[src/rtl/mux8_rr_arbiter.sv]
// Round-robin arbiter for a shared 8:1 data mux. A grant lasts at most BURST_MAX beats.
// The selected lane is registered onto dout, and dout_valid qualifies each beat.
module mux8_rr_arbiter #(
  parameter int DATA_W    = 8,
  parameter int BURST_MAX = 4
) (
  input  logic                clk,
  input  logic                rst_n,
  input  logic [7:0]          req,
  input  logic [8*DATA_W-1:0] din,
  output logic [7:0]          gnt,
  output logic [2:0]          sel,
  output logic [DATA_W-1:0]   dout,
  output logic                dout_valid,
  output logic                busy
);

  localparam int CNT_W = $clog2(BURST_MAX + 1);

  typedef enum logic {ST_IDLE, ST_GRANT} state_t;

  state_t              state_q, state_d;
  logic [7:0]          gnt_q, gnt_d;
  logic [2:0]          sel_q, sel_d;
  logic [DATA_W-1:0]   dout_q, dout_d;
  logic                dout_valid_q, dout_valid_d;
  logic [CNT_W-1:0]    cnt_q, cnt_d;
  logic [2:0]          ptr_q, ptr_d;

  logic [DATA_W-1:0]   lane [8];
  logic [2:0]          arb_from;
  logic [2:0]          scan_idx;
  logic                pick_vld;
  logic [2:0]          pick_idx;
  logic [CNT_W-1:0]    cnt_inc;

  for (genvar i = 0; i < 8; i++) begin : g_lane
    assign lane[i] = din[i*DATA_W +: DATA_W];
  end

  // While granted, the next winner is searched starting just past the current owner,
  // so the owner is the last one considered and only wins again if nobody else is asking.
  always_comb begin
    arb_from = (state_q == ST_GRANT) ? sel_q + 3'd1 : ptr_q;
    pick_vld = 1'b0;
    pick_idx = arb_from;
    scan_idx = arb_from;
    for (int k = 7; k >= 0; k--) begin
      scan_idx = arb_from + 3'(k);
      if (req[scan_idx]) begin
        pick_vld = 1'b1;
        pick_idx = scan_idx;
      end
    end
  end

  assign cnt_inc = cnt_q + 1'b1;

  // dout_valid is a plain valid strobe with no backpressure. dout carries a fresh beat
  // exactly on the cycles where dout_valid is 1, and it holds its value otherwise.
  always_comb begin
    state_d      = state_q;
    gnt_d        = gnt_q;
    sel_d        = sel_q;
    dout_d       = dout_q;
    dout_valid_d = 1'b0;
    cnt_d        = cnt_q;
    ptr_d        = ptr_q;
    case (state_q)
      ST_IDLE: begin
        gnt_d = 8'h00;
        if (pick_vld) begin
          state_d = ST_GRANT;
          gnt_d   = 8'b1 << pick_idx;
          sel_d   = pick_idx;
          cnt_d   = '0;
        end
      end
      ST_GRANT: begin
        if (req[sel_q]) begin
          dout_d       = lane[sel_q];
          dout_valid_d = 1'b1;
          if (cnt_inc == CNT_W'(BURST_MAX)) begin
            ptr_d = sel_q + 3'd1;
            gnt_d = 8'b1 << pick_idx;
            sel_d = pick_idx;
            cnt_d = '0;
          end else begin
            cnt_d = cnt_inc;
          end
        end else begin
          ptr_d = sel_q + 3'd1;
          cnt_d = '0;
          if (pick_vld) begin
            gnt_d = 8'b1 << pick_idx;
            sel_d = pick_idx;
          end else begin
            state_d = ST_IDLE;
            gnt_d   = 8'h00;
          end
        end
      end
      default: begin
        state_d = ST_IDLE;
        gnt_d   = 8'h00;
      end
    endcase
  end

  always_ff @(posedge clk or negedge rst_n) begin
    if (!rst_n) begin
      state_q      <= ST_IDLE;
      gnt_q        <= 8'h00;
      sel_q        <= 3'd0;
      dout_q       <= '0;
      dout_valid_q <= 1'b0;
      cnt_q        <= '0;
      ptr_q        <= 3'd0;
    end else begin
      state_q      <= state_d;
      gnt_q        <= gnt_d;
      sel_q        <= sel_d;
      dout_q       <= dout_d;
      dout_valid_q <= dout_valid_d;
      cnt_q        <= cnt_d;
      ptr_q        <= ptr_d;
    end
  end

  assign gnt        = gnt_q;
  assign sel        = sel_q;
  assign dout       = dout_q;
  assign dout_valid = dout_valid_q;
  assign busy       = (state_q == ST_GRANT);

endmodule
[config.mk]
export PLATFORM = sky130hd
export DESIGN_NAME = mux8_rr_arbiter
export DESIGN_NICKNAME = d
export VERILOG_FILES = /design/src/rtl/mux8_rr_arbiter.sv
export SDC_FILE = /design/constraint.sdc
export NUM_CORES = 1
export LEC_CHECK = 0
export CAP_MARGIN = 20
export CORE_MARGIN = 4
export CORE_UTILIZATION = 45
export CTS_BUF_LIST = sky130_fd_sc_hd__clkbuf_4
export CTS_CLUSTER_DIAMETER = 30
export DETAILED_ROUTE_END_ITERATION = 16
export PLACE_DENSITY_LB_ADDON = 0.15
export SLEW_MARGIN = 40
export SYNTH_ARGS = -nofsm -noshare
export SYNTH_HDL_FRONTEND = slang
export SYNTH_SLANG_ARGS = --single-unit
[constraint.sdc]
create_clock -name clk -period 9.1 [get_ports clk]
set_input_delay 1.365 -clock clk [delete_from_list [all_inputs] [get_ports clk]]
set_output_delay 1.365 -clock clk [all_outputs]
set_load 0.02 [all_outputs]
* Word-level counts from Yosys, hierarchy flattened
Index checks and enable logic that the tools add are counted.
** Cells by class
- Bitwise operators :: 2
- Shifts and indexed selects :: 1
- $add $sub $neg :: 9
- Multiplexer cells :: 57
- Order comparisons :: 10
- Reductions and logical operators :: 2
- Equal/unequal tests :: 4
** Operator list (number)
- 3-bit 2-to-1 mux :: 17
- 8-bit 2-to-1 mux :: 5
- 3-bit by 4-bit < comparator with 1-bit output (second input constant) :: 9
- 1-bit binary-select mux with 3-bit select :: 9
- 8-bit binary-select mux with 3-bit select :: 1
- 1-bit 2-to-1 mux :: 21
- 8-bit one-hot mux with 2 select lines :: 1
- 3-bit adder (second input constant) :: 4
- 3-bit one-hot mux with 2 select lines :: 2
- 3-bit by 1-bit adder with 3-bit output (second input constant) :: 3
- 1-bit by 3-bit left shift with 8-bit output (first input constant) :: 1
- 3-bit by 2-bit adder with 3-bit output (second input constant) :: 2
- 4-bit >= comparator (second input constant) :: 1
- 3-bit NOT with 4-bit output :: 1
- 2-bit AND reduction :: 2
- 3-bit equality test (second input constant) :: 1
- 3-bit by 2-bit != test with 1-bit output (second input constant) :: 1
- 2-bit by 1-bit != test with 1-bit output (second input constant) :: 1
- 2-bit != test (second input constant) :: 1
- 1-bit one-hot mux with 2 select lines :: 1
- 1-bit NOT :: 1
** Storage, ports and cells
- Input bits :: 74
- Register bits :: 27
- Logic and storage cells :: 92
- Output and inout port bits :: 21

* Longest topological paths before layout
Gate-level depths: netlist of the first run.
- Word-level depth :: 17
- Mapped depth :: 13
- Gate-level depth less buffers :: 11

* Worst setup path before layout of the first run
No wires, ideal clock.
- Kind :: register to register
- From :: register sel_q[0] (netlist: sel[0])
- To :: register gnt_q[4] (netlist: gnt[4])
- Required time :: 9031 ps
- Cell stages (with the launch flop) :: 14
- Path buffers :: 2
- Arrival time :: 3540 ps
- Path slack :: 5491 ps
- Cell sequence :: dfrtp_1 > ha_1 > mux2i_1 > inv_1 > clkbuf_1 > clkbuf_1 > ha_1 > xnor2_2 > mux2i_1 > a21boi_0 > o311ai_0 > a21oi_1 > a2bb2oi_2 > a32o_1
** On the way
- Longest elaborated chain between the ends :: 17
** RTL lines
- start: declaration :: RTL line 24 : logic [2:0] sel_q, sel_d;
- start signal: assignment :: RTL line 122 : sel_q <= sel_d;
- 3-bit by 1-bit adder with 3-bit output :: RTL line 44 : arb_from = (state_q == ST_GRANT) ? sel_q + 3'd1 : ptr_q;
- 3-bit 2-to-1 mux :: RTL line 44
- 3-bit adder :: RTL line 49 : scan_idx = arb_from + 3'(k);
- 1-bit binary-select mux with 3-bit select :: RTL line 50 : if (req[scan_idx]) begin
- 1-bit 2-to-1 mux (not written as such) :: RTL line 50
- 3-bit 2-to-1 mux (8 in a row) :: RTL line 50
- 1-bit by 3-bit left shift with 8-bit output :: RTL line 74, 85, 95
- 8-bit 2-to-1 mux (on tied branches) :: RTL line 72, 94, 83
- 8-bit 2-to-1 mux :: RTL line 80 : if (req[sel_q]) begin
- 8-bit one-hot mux with 2 select lines :: RTL line 69 : case (state_q)
- end signal: assignment :: RTL line 121 : gnt_q <= gnt_d;
- end: declaration :: RTL line 23 : logic [7:0] gnt_q, gnt_d;
Several ways; a longest one is shown, not always the timed one. The select of a mux whose other input is x is not followed.
A chain may end at the register's enable or synchronous reset.

* Final worst setup path of the first run
- From :: register sel_q[0] (netlist: sel[0])
- To :: register gnt_q[1] (netlist: gnt[1])
Same word-level chain as after synthesis.

==> run summary, run 1 <==
Most frequent cells in the layout - clkdlybuf4s50_1, nand2_1, dfrtp_1
WP data required - 9.38 ns
Slowest cell delay on critical path - 0.53 ns
Starting Density - 47.7%
Cts repair resizes - 0
Layout cells sized above 1 - 15.2%
Routed vias - 2,708
Ant. Diodes - 0
Die Y - 85.3 µm
Post-Place Cell Area - 3670 µm²
Core area - 5640 µm²
Synth Register Bits - 27
Pin count of the biggest net entering global routing - 28
Initial antenna violation count - 0
Max Cap Violations - 0
Cells after Synth - 270
R2R Setup Slk - 4.49 ns
R2R cell count - 12
FFs w/ async S/R, synth - 100%
RR Endpoint - gnt[1]
Hold EP - dout[7]
Min-delay src - dout[7]
FILL cells - 462
Slowest CP cell - inv_1
Final instance area - 3710 µm²
Setup Buffers After CTS - 0
# setup viols final - 0
Die area - 7280 µm²
HP Class - reg -> reg
Drt wl/cell - 19.4 µm
Relative max-transition margin - 50.2%
Row count - 27
Number of buffers and inverters on the critical path - 2
Cell Chain, Critical Path - buf_4 -> ha_1 -> mux2i_2 -> inv_1 -> ha_1 -> xnor2_2 -> mux2i_1 -> a21boi_0 -> o311ai_0 -> a21oi_1 -> a2bb2oi_2 -> a32o_1
Commonest non-fill, non-tap cell in the layout - clkdlybuf4s50_1
Final Net Count - 434
Average size of a mapped cell - 9.97 µm²
Final Hold Viols - 0
Mapped cell area - 2690 µm²
Status - completed
Top cell by count, worst path - ha_1
Area Growth Syn to Fin - 37.7%
Dominant cells by area after synthesis - dfrtp_1, mux4_2, mux2i_1, o21ai_0, nand2_1
Slew @ Worst Pin - 0.747 ns
Synthesis Warnings - 0
Worst path top cell family by delay - compound AO/OA/AOI/OAI gates
I/O pins - 95
Crit start category - register
Minimum clock period - 4.61 ns
Placer Congestion - 0.927
Clock sinks - 27
Total gr overflow - 0
Netlist cell types - 64
Worst skew pair latency - 0.33 ns
Drt pass-1 iters - 5
Vias in the first global route - 2,674
1st-iter DRT viols - 243
Slew Viols, Final - 0
Clock tree from TritonCTS - done
EDFF count, synth - 0
Sequential share of the synthesized area - 25.1%
CTS clk-pin slew, worst paths - 0.16 ns
Antenna viol nets, final - 0
TNS Setup - 0 ns
RSZ-0062 raised after global routing - false
FF-to-FF Start - sel[0]
Bufs on Longest Clock Path - 2
Fmax - 217 MHz
First-pass GRT wire length - 13,600 µm
Final Cycle Share - 50.7%
Crit-path max FO - 24
Vias per cell - 6.34
Hold Path Stages - 2
CTS root buffer - clkbuf_4
Top_reg_cell synth - dfrtp_1
Hpwl dp - 6570 µm
Final WL - 8290 µm
CTS Buf Count - 3
Mapped Nets - 348
Input/output buffers - 94
Clock Skew - 0.00605 ns
Worst setup path class - reg -> reg
Post-synth top area cell - dfrtp_1
CP Capture Type - register
Critical path data arrival time - 4.89 ns
Synth top area share - 25.1%
Post-route DRC - 0
Total GRT Usage - 23.0%
Die extent in x - 85.3 µm
Hold buffer count at cts - 0
H-tree depth - 1
[worst max path at each step]
| stage | startpoint | endpoint | slack, ns | cells after the start |
|---|---|---|---|---|
| finish | sel[0] | gnt[1] | 4.49 | 12 |
| global route | sel[0] | gnt[1] | 4.02 | 12 |
| CTS | sel[1] | gnt[1] | 3.90 | 11 |
| detailed placement | sel[1] | gnt[1] | 3.91 | 11 |
| global placement | sel[1] | gnt[4] | 4.11 | 11 |
| floorplan | sel[0] | gnt[4] | 5.49 | 13 |
[stage by stage]
| step | setup slack [ns] | utilization, % | instances | hold slack (ns) |
|---|---|---|---|---|
| global route | 4.02 | 65.7 | 427 | 0.514 |
| CTS | 3.90 | 65.6 | 427 | 0.503 |
| floorplan | 5.49 | - | 270 | 0.469 |
| detailed placement | 3.91 | 65.0 | 423 | 0.471 |
| finish | 4.49 | 65.7 | 427 | 0.500 |
| global placement | 4.11 | 65.0 | 423 | 0.464 |
[cell usage after synthesis (2+ instances only)]
library cell	n
nand2b_1	7
nor2b_1	3
inv_1	4
clkbuf_1	9
and2b_4	2
buf_2	3
nor3_1	4
and4_1	3
o211ai_1	4
a21boi_0	2
a21oi_1	9
a21o_1	3
nand4_1	2
nor2_1	10
ha_1	4
o31ai_1	5
buf_1	2
and3_1	3
mux2_2	6
a211oi_1	3
nand2_1	31
dfrtp_1	27
a32o_1	5
nand3_1	11
o21ai_0	24
o211ai_2	2
and2_1	2
mux4_2	23
mux2i_1	19
xor2_1	2
xnor2_2	3
[sequential cells by signal, indices dropped and copies added (netlist names)]
register	count
dout	8
gnt	8
busy	1
cnt_q	3
ptr_q	3
sel	3
dout_valid	1
[cell type report]
cell class / count / area, µm² / area share (%)
clock buffer: 3 / 22.5 / 0.608
clock inverter: 1 / 8.76 / 0.236
inverter: 5 / 21.3 / 0.574
multi-input combinational: 222 / 1920 / 51.9
sequential: 27 / 677 / 18.3
tap: 72 / 90.1 / 2.43
timing repair buffer: 97 / 963 / 26.0
[per-layer routing]
| metal | track usage (%) | vias to the layer above | routed length, µm |
|---|---|---|---|
| met4 | 5.32 | 0 | 225 |
| met3 | 4.66 | 22 | 575 |
| li1 | - | 1239 | - |
| met5 | 0 | - | 0 |
| met2 | 39.5 | 126 | 4220 |
| met1 | 29.9 | 1321 | 3280 |
[worst min-delay path: cells and delay by family (launching register included)]
kind | cells | cell delay [ns]
DFF | 1 | 0.37
and+or+nand+nor | 1 | 0.04
AOI/OAI and AO/OA | 1 | 0.06
[logic make-up after synthesis]
| family | synth area share (%) |
|---|---|
| buffers and inverters | 3.58 |
| AO/OA/AOI/OAI | 21.7 |
| AND/OR/NAND/NOR | 16.2 |
| multiplexers | 28.8 |
| flip-flops | 25.1 |
| adder cells (fa/ha/maj) | 1.86 |
| XOR/XNOR | 2.79 |
Power of run 1 is left out: the tool's default activity adds up to more than one toggle a clock period on the data nets, which glitch-free logic cannot reach.
==> run 2: changes to the inputs <==
==> constraint.sdc (replaced) <==
create_clock -name clk -period 4.4 [get_ports clk]
set_input_delay 0.66 -clock clk [delete_from_list [all_inputs] [get_ports clk]]
set_output_delay 0.66 -clock clk [all_outputs]
set_load 0.02 [all_outputs]
==> run 2 against run 1 <==
Against the previous run:
- die area did not move
- design area grew 1.1%
- first-iteration DRC count grew 19%
- non-clock buffer count is 6 higher
- highest routed layer unchanged
==> run summary, run 2 (synthesis results as in run 1) <==
Setup Buffers After CTS - 0
RSZ-0062 raised after global routing - false
Slew Viols, Final - 0
Hold buffer count at cts - 0
Worst skew pair latency - 0.35 ns
Fmax - 270 MHz
Initial antenna violation count - 0
Clock tree from TritonCTS - done
Final Cycle Share - 84.1%
First-pass GRT wire length - 13,400 µm
Die area - 7280 µm²
Routed vias - 2,627
Slowest CP cell - a21boi_0
Crit start category - register
RR Endpoint - gnt[0]
Hold Path Stages - 2
Drt wl/cell - 18.6 µm
Final Hold Viols - 0
Worst setup path class - reg -> reg
Layout cells sized above 1 - 16.1%
Critical path data arrival time - 4.00 ns
CTS clk-pin slew, worst paths - 0.16 ns
Vias per cell - 6.07
Clock sinks - 27
Die Y - 85.3 µm
Hold EP - dout[7]
Starting Density - 47.7%
Most frequent cells in the layout - clkdlybuf4s50_1, nand2_1, dfrtp_1
1st-iter DRT viols - 289
Final WL - 8050 µm
Slew @ Worst Pin - 0.724 ns
R2R Setup Slk - 0.70 ns
Core area - 5640 µm²
# setup viols final - 0
CTS Buf Count - 3
Placer Congestion - 0.885
Hpwl dp - 6380 µm
R2R cell count - 12
Antenna viol nets, final - 0
Relative max-transition margin - 51.2%
H-tree depth - 1
Bufs on Longest Clock Path - 2
Cell Chain, Critical Path - buf_4 -> and2b_4 -> nor2_4 -> inv_4 -> ha_1 -> xnor2_2 -> mux2i_1 -> a21boi_0 -> o311ai_0 -> a21oi_1 -> a2bb2oi_2 -> a32o_1
WP data required - 4.70 ns
Minimum clock period - 3.70 ns
FF-to-FF Start - sel[0]
Drt pass-1 iters - 4
Input/output buffers - 94
Vias in the first global route - 2,627
Slowest cell delay on critical path - 0.40 ns
Cts repair resizes - 0
CTS root buffer - clkbuf_4
Clock Skew - 0.0125 ns
Post-Place Cell Area - 3710 µm²
Final instance area - 3750 µm²
Total GRT Usage - 22.5%
Commonest non-fill, non-tap cell in the layout - clkdlybuf4s50_1
Ant. Diodes - 0
Max Cap Violations - 0
CP Capture Type - register
Area Growth Syn to Fin - 39.2%
Crit-path max FO - 23
I/O pins - 95
Total gr overflow - 0
Final Net Count - 440
Post-route DRC - 0
Number of buffers and inverters on the critical path - 2
Row count - 27
Min-delay src - dout[7]
HP Class - reg -> reg
TNS Setup - 0 ns
Worst path top cell family by delay - compound AO/OA/AOI/OAI gates
Status - completed
Die extent in x - 85.3 µm
Pin count of the biggest net entering global routing - 28
## run 2: changes by cell type in the layout (fill, tap and decap cells not counted), sizes merged
cell  delta
buf      +6
## run 2: worst min-delay path, delay by kind of cell (launching register included)
kind	cells	cell delay, ns
flops	1	0.37
compound gates	1	0.06
simple gates	1	0.04
## run 2: layout make-up
type | count | area [µm²]
Tap cell | 72 | 90.1
Multi-Input combinational cell | 222 | 1920
Clock inverter | 1 | 8.76
Inverter | 5 | 21.3
Timing Repair Buffer | 103 | 1010
Clock buffer | 3 | 22.5
Fill cell | 438 | 1900
Sequential cell | 27 | 676
## run 2: worst max-delay path by stage
stage | start | to | slack, ns | cells after the start
after floorplan | sel[0] | gnt[4] | 0.79 | 13
after global placement | sel[0] | gnt[5] | 0.86 | 11
after detailed placement | sel[0] | gnt[0] | 0.74 | 12
after CTS | sel[0] | gnt[0] | 0.69 | 12
after global routing | sel[0] | gnt[0] | 0.40 | 12
final | sel[0] | gnt[0] | 0.70 | 12
## run 2: layer usage
layer,global-route usage [%],vias up,part of all wire [%]
met5,0,-,0
met4,5.04,0,2.3
met3,3.88,14,5.6
met2,37.1,98,49
met1,30.8,1264,43
li1,-,1251,-
## run 2: metrics by stage
stage / setup slack [ns] / util (%) / hold slack, ns / std cells
final: 0.702 / 66.4 / 0.499 / 433
after global routing: 0.399 / 66.4 / 0.524 / 433
after CTS: 0.693 / 66.4 / 0.502 / 433
after detailed placement: 0.738 / 65.8 / 0.469 / 429
after global placement: 0.859 / 65.8 / 0.463 / 429
after floorplan: 0.791 / - / 0.364 / 270
Power of run 2 is left out for the same reason.
==> run 3: changes to the inputs <==
==> constraint.sdc (replaced) <==
create_clock -name clk -period 3.7 [get_ports clk]
set_input_delay 0.555 -clock clk [delete_from_list [all_inputs] [get_ports clk]]
set_output_delay 0.555 -clock clk [all_outputs]
set_load 0.02 [all_outputs]
==> run 3 against run 2 <==
Against the previous run:
- first-iteration DRC count is 21% lower
- global-route usage is 1.1 points higher
- wire length is 3.1% higher
- die area stayed put
- non-clock buffer count is 5 higher
- final cell count is 1.2% higher
- utilization is 0.69 points higher
- via count is 0.69% lower
- critical path depth is 1 lower
- setup slack worse by 0.47 ns
- design area is 1.0% higher
- critical endpoint is now gnt[7]
==> run summary, run 3 (synthesis results as in run 1) <==
Routed vias - 2,609
Status - completed
R2R Setup Slk - 0.23 ns
1st-iter DRT viols - 227
R2R cell count - 11
RR Endpoint - gnt[7]
Initial antenna violation count - 0
Drt pass-1 iters - 5
Worst setup path class - reg -> reg
Critical path data arrival time - 3.73 ns
Cell Chain, Critical Path - ha_1 -> mux2i_1 -> inv_1 -> ha_1 -> mux4_2 -> a222oi_1 -> inv_1 -> o211ai_1 -> o211ai_2 -> or2_2 -> o31ai_1
Vias in the first global route - 2,612
Hold EP - dout[5]
Crit path from - sel[0]
GR Layer Usage met1 - 32.9%
Busiest grt layer - met2
Commonest non-fill, non-tap cell in the layout - clkdlybuf4s50_1
TNS Setup - 0 ns
CTS Buf Count - 3
Final WL - 8310 µm
Slew Viols, Final - 0
CTS root buffer - clkbuf_4
Final Cycle Share - 93.8%
Max Cap Violations - 0
Final std cells w/o fill - 438
Core area - 5640 µm²
Bufs on Longest Clock Path - 2
First-pass GRT wire length - 13,800 µm
Most frequent cells in the layout - clkdlybuf4s50_1, nand2_1, dfrtp_1
WP data required - 3.95 ns
Relative max-transition margin - 53.9%
Starting Density - 47.7%
Cells after DPL - 434
CP Capture Type - register
CTS clk-pin slew, worst paths - 0.16 ns
Total gr overflow - 0
Post-route DRC - 0
RSZ-0062 raised after global routing - false
Hpwl dp - 6560 µm
Met2 Use GR - 38.6%
Slew @ Worst Pin - 0.684 ns
Row count - 27
Met3 usage - 3.79%
Clock tree from TritonCTS - done
Layout cells sized above 1 - 17.5%
Ant. Diodes - 0
Crit start category - register
Post-Place Cell Area - 3750 µm²
# setup viols final - 0
Final instance area - 3780 µm²
Total GRT Usage - 23.5%
H-tree depth - 1
Input/output buffers - 94
Fmax - 288 MHz
Area Growth Syn to Fin - 40.6%
Final Net Count - 445
Die Y - 85.3 µm
Min-delay src - dout[5]
Slowest CP cell - dfrtp_1
Die extent in x - 85.3 µm
Hold Path Stages - 2
Minimum clock period - 3.47 ns
Pin count of the biggest net entering global routing - 28
Clock sinks - 27
Final Hold Viols - 0
HP Class - reg -> reg
Worst skew pair latency - 0.34 ns
Slowest cell delay on critical path - 0.45 ns
Die area - 7280 µm²
Placer Congestion - 0.880
Drt wl/cell - 19.0 µm
Crit-path max FO - 7
Clock Skew - 0.00356 ns
I/O pins - 95
FF-to-FF Start - sel[0]
Vias per cell - 5.96
Antenna viol nets, final - 0
Setup Buffers After CTS - 0
## run 3: cell count changes in the layout (fill, tap and decap cells not counted)
cell / delta
a21boi_0: -1
dfrtp_1: -1
buf_4: +5
a21boi_1: +1
dfrtp_2: +1
## run 3: worst max path at each step
stage,to,slack [ns],depth (start not counted)
detailed placement,gnt[4],0.27,10
global placement,gnt[5],0.38,10
global route,gnt[7],0.01,11
floorplan,gnt[4],0.09,13
finish,gnt[7],0.23,11
CTS,gnt[4],0.23,10
## run 3: critical path, delay by kind of cell (launching register included)
family | cells | cell delay (ns)
compound gates | 4 | 1.07
fa+ha+maj | 2 | 0.76
mux | 2 | 0.57
flops | 1 | 0.45
simple gates | 1 | 0.34
buf+inv | 2 | 0.18
## run 3: what timing repair did
action                     4_1_cts  5_1_grt
setup endpoints to repair        0        9
gates resized for setup          0        2
hold buffers                     0        0
## run 3: layout make-up
cell class                      instances  area (µm²)
Sequential cell                        27         677
Timing Repair Buffer                  108        1050
Clock buffer                            3        22.5
Tap cell                               72        90.1
Multi-Input combinational cell        222        1920
Fill cell                             468        1860
Inverter                                5        21.3
Clock inverter                          1        8.76
## run 3: metrics by stage
step           worst slack, ns  hold WS (ns)  util [%]
2_1_floorplan           0.0909         0.259         -
3_3_place_gp             0.378         0.463      66.5
3_5_place_dp             0.269         0.470      66.5
4_1_cts                  0.226         0.505      67.1
5_1_grt                 0.0141         0.532      67.1
6_report                 0.228         0.499      67.1
## run 3: routing by layer
| metal | part of all wire (%) | vias up |
|---|---|---|
| met5 | 0 | - |
| met4 | 2.2 | 0 |
| met3 | 5.6 | 15 |
| met2 | 50 | 94 |
| met1 | 42 | 1249 |
| li1 | - | 1251 |
Power of run 3 is left out for the same reason.
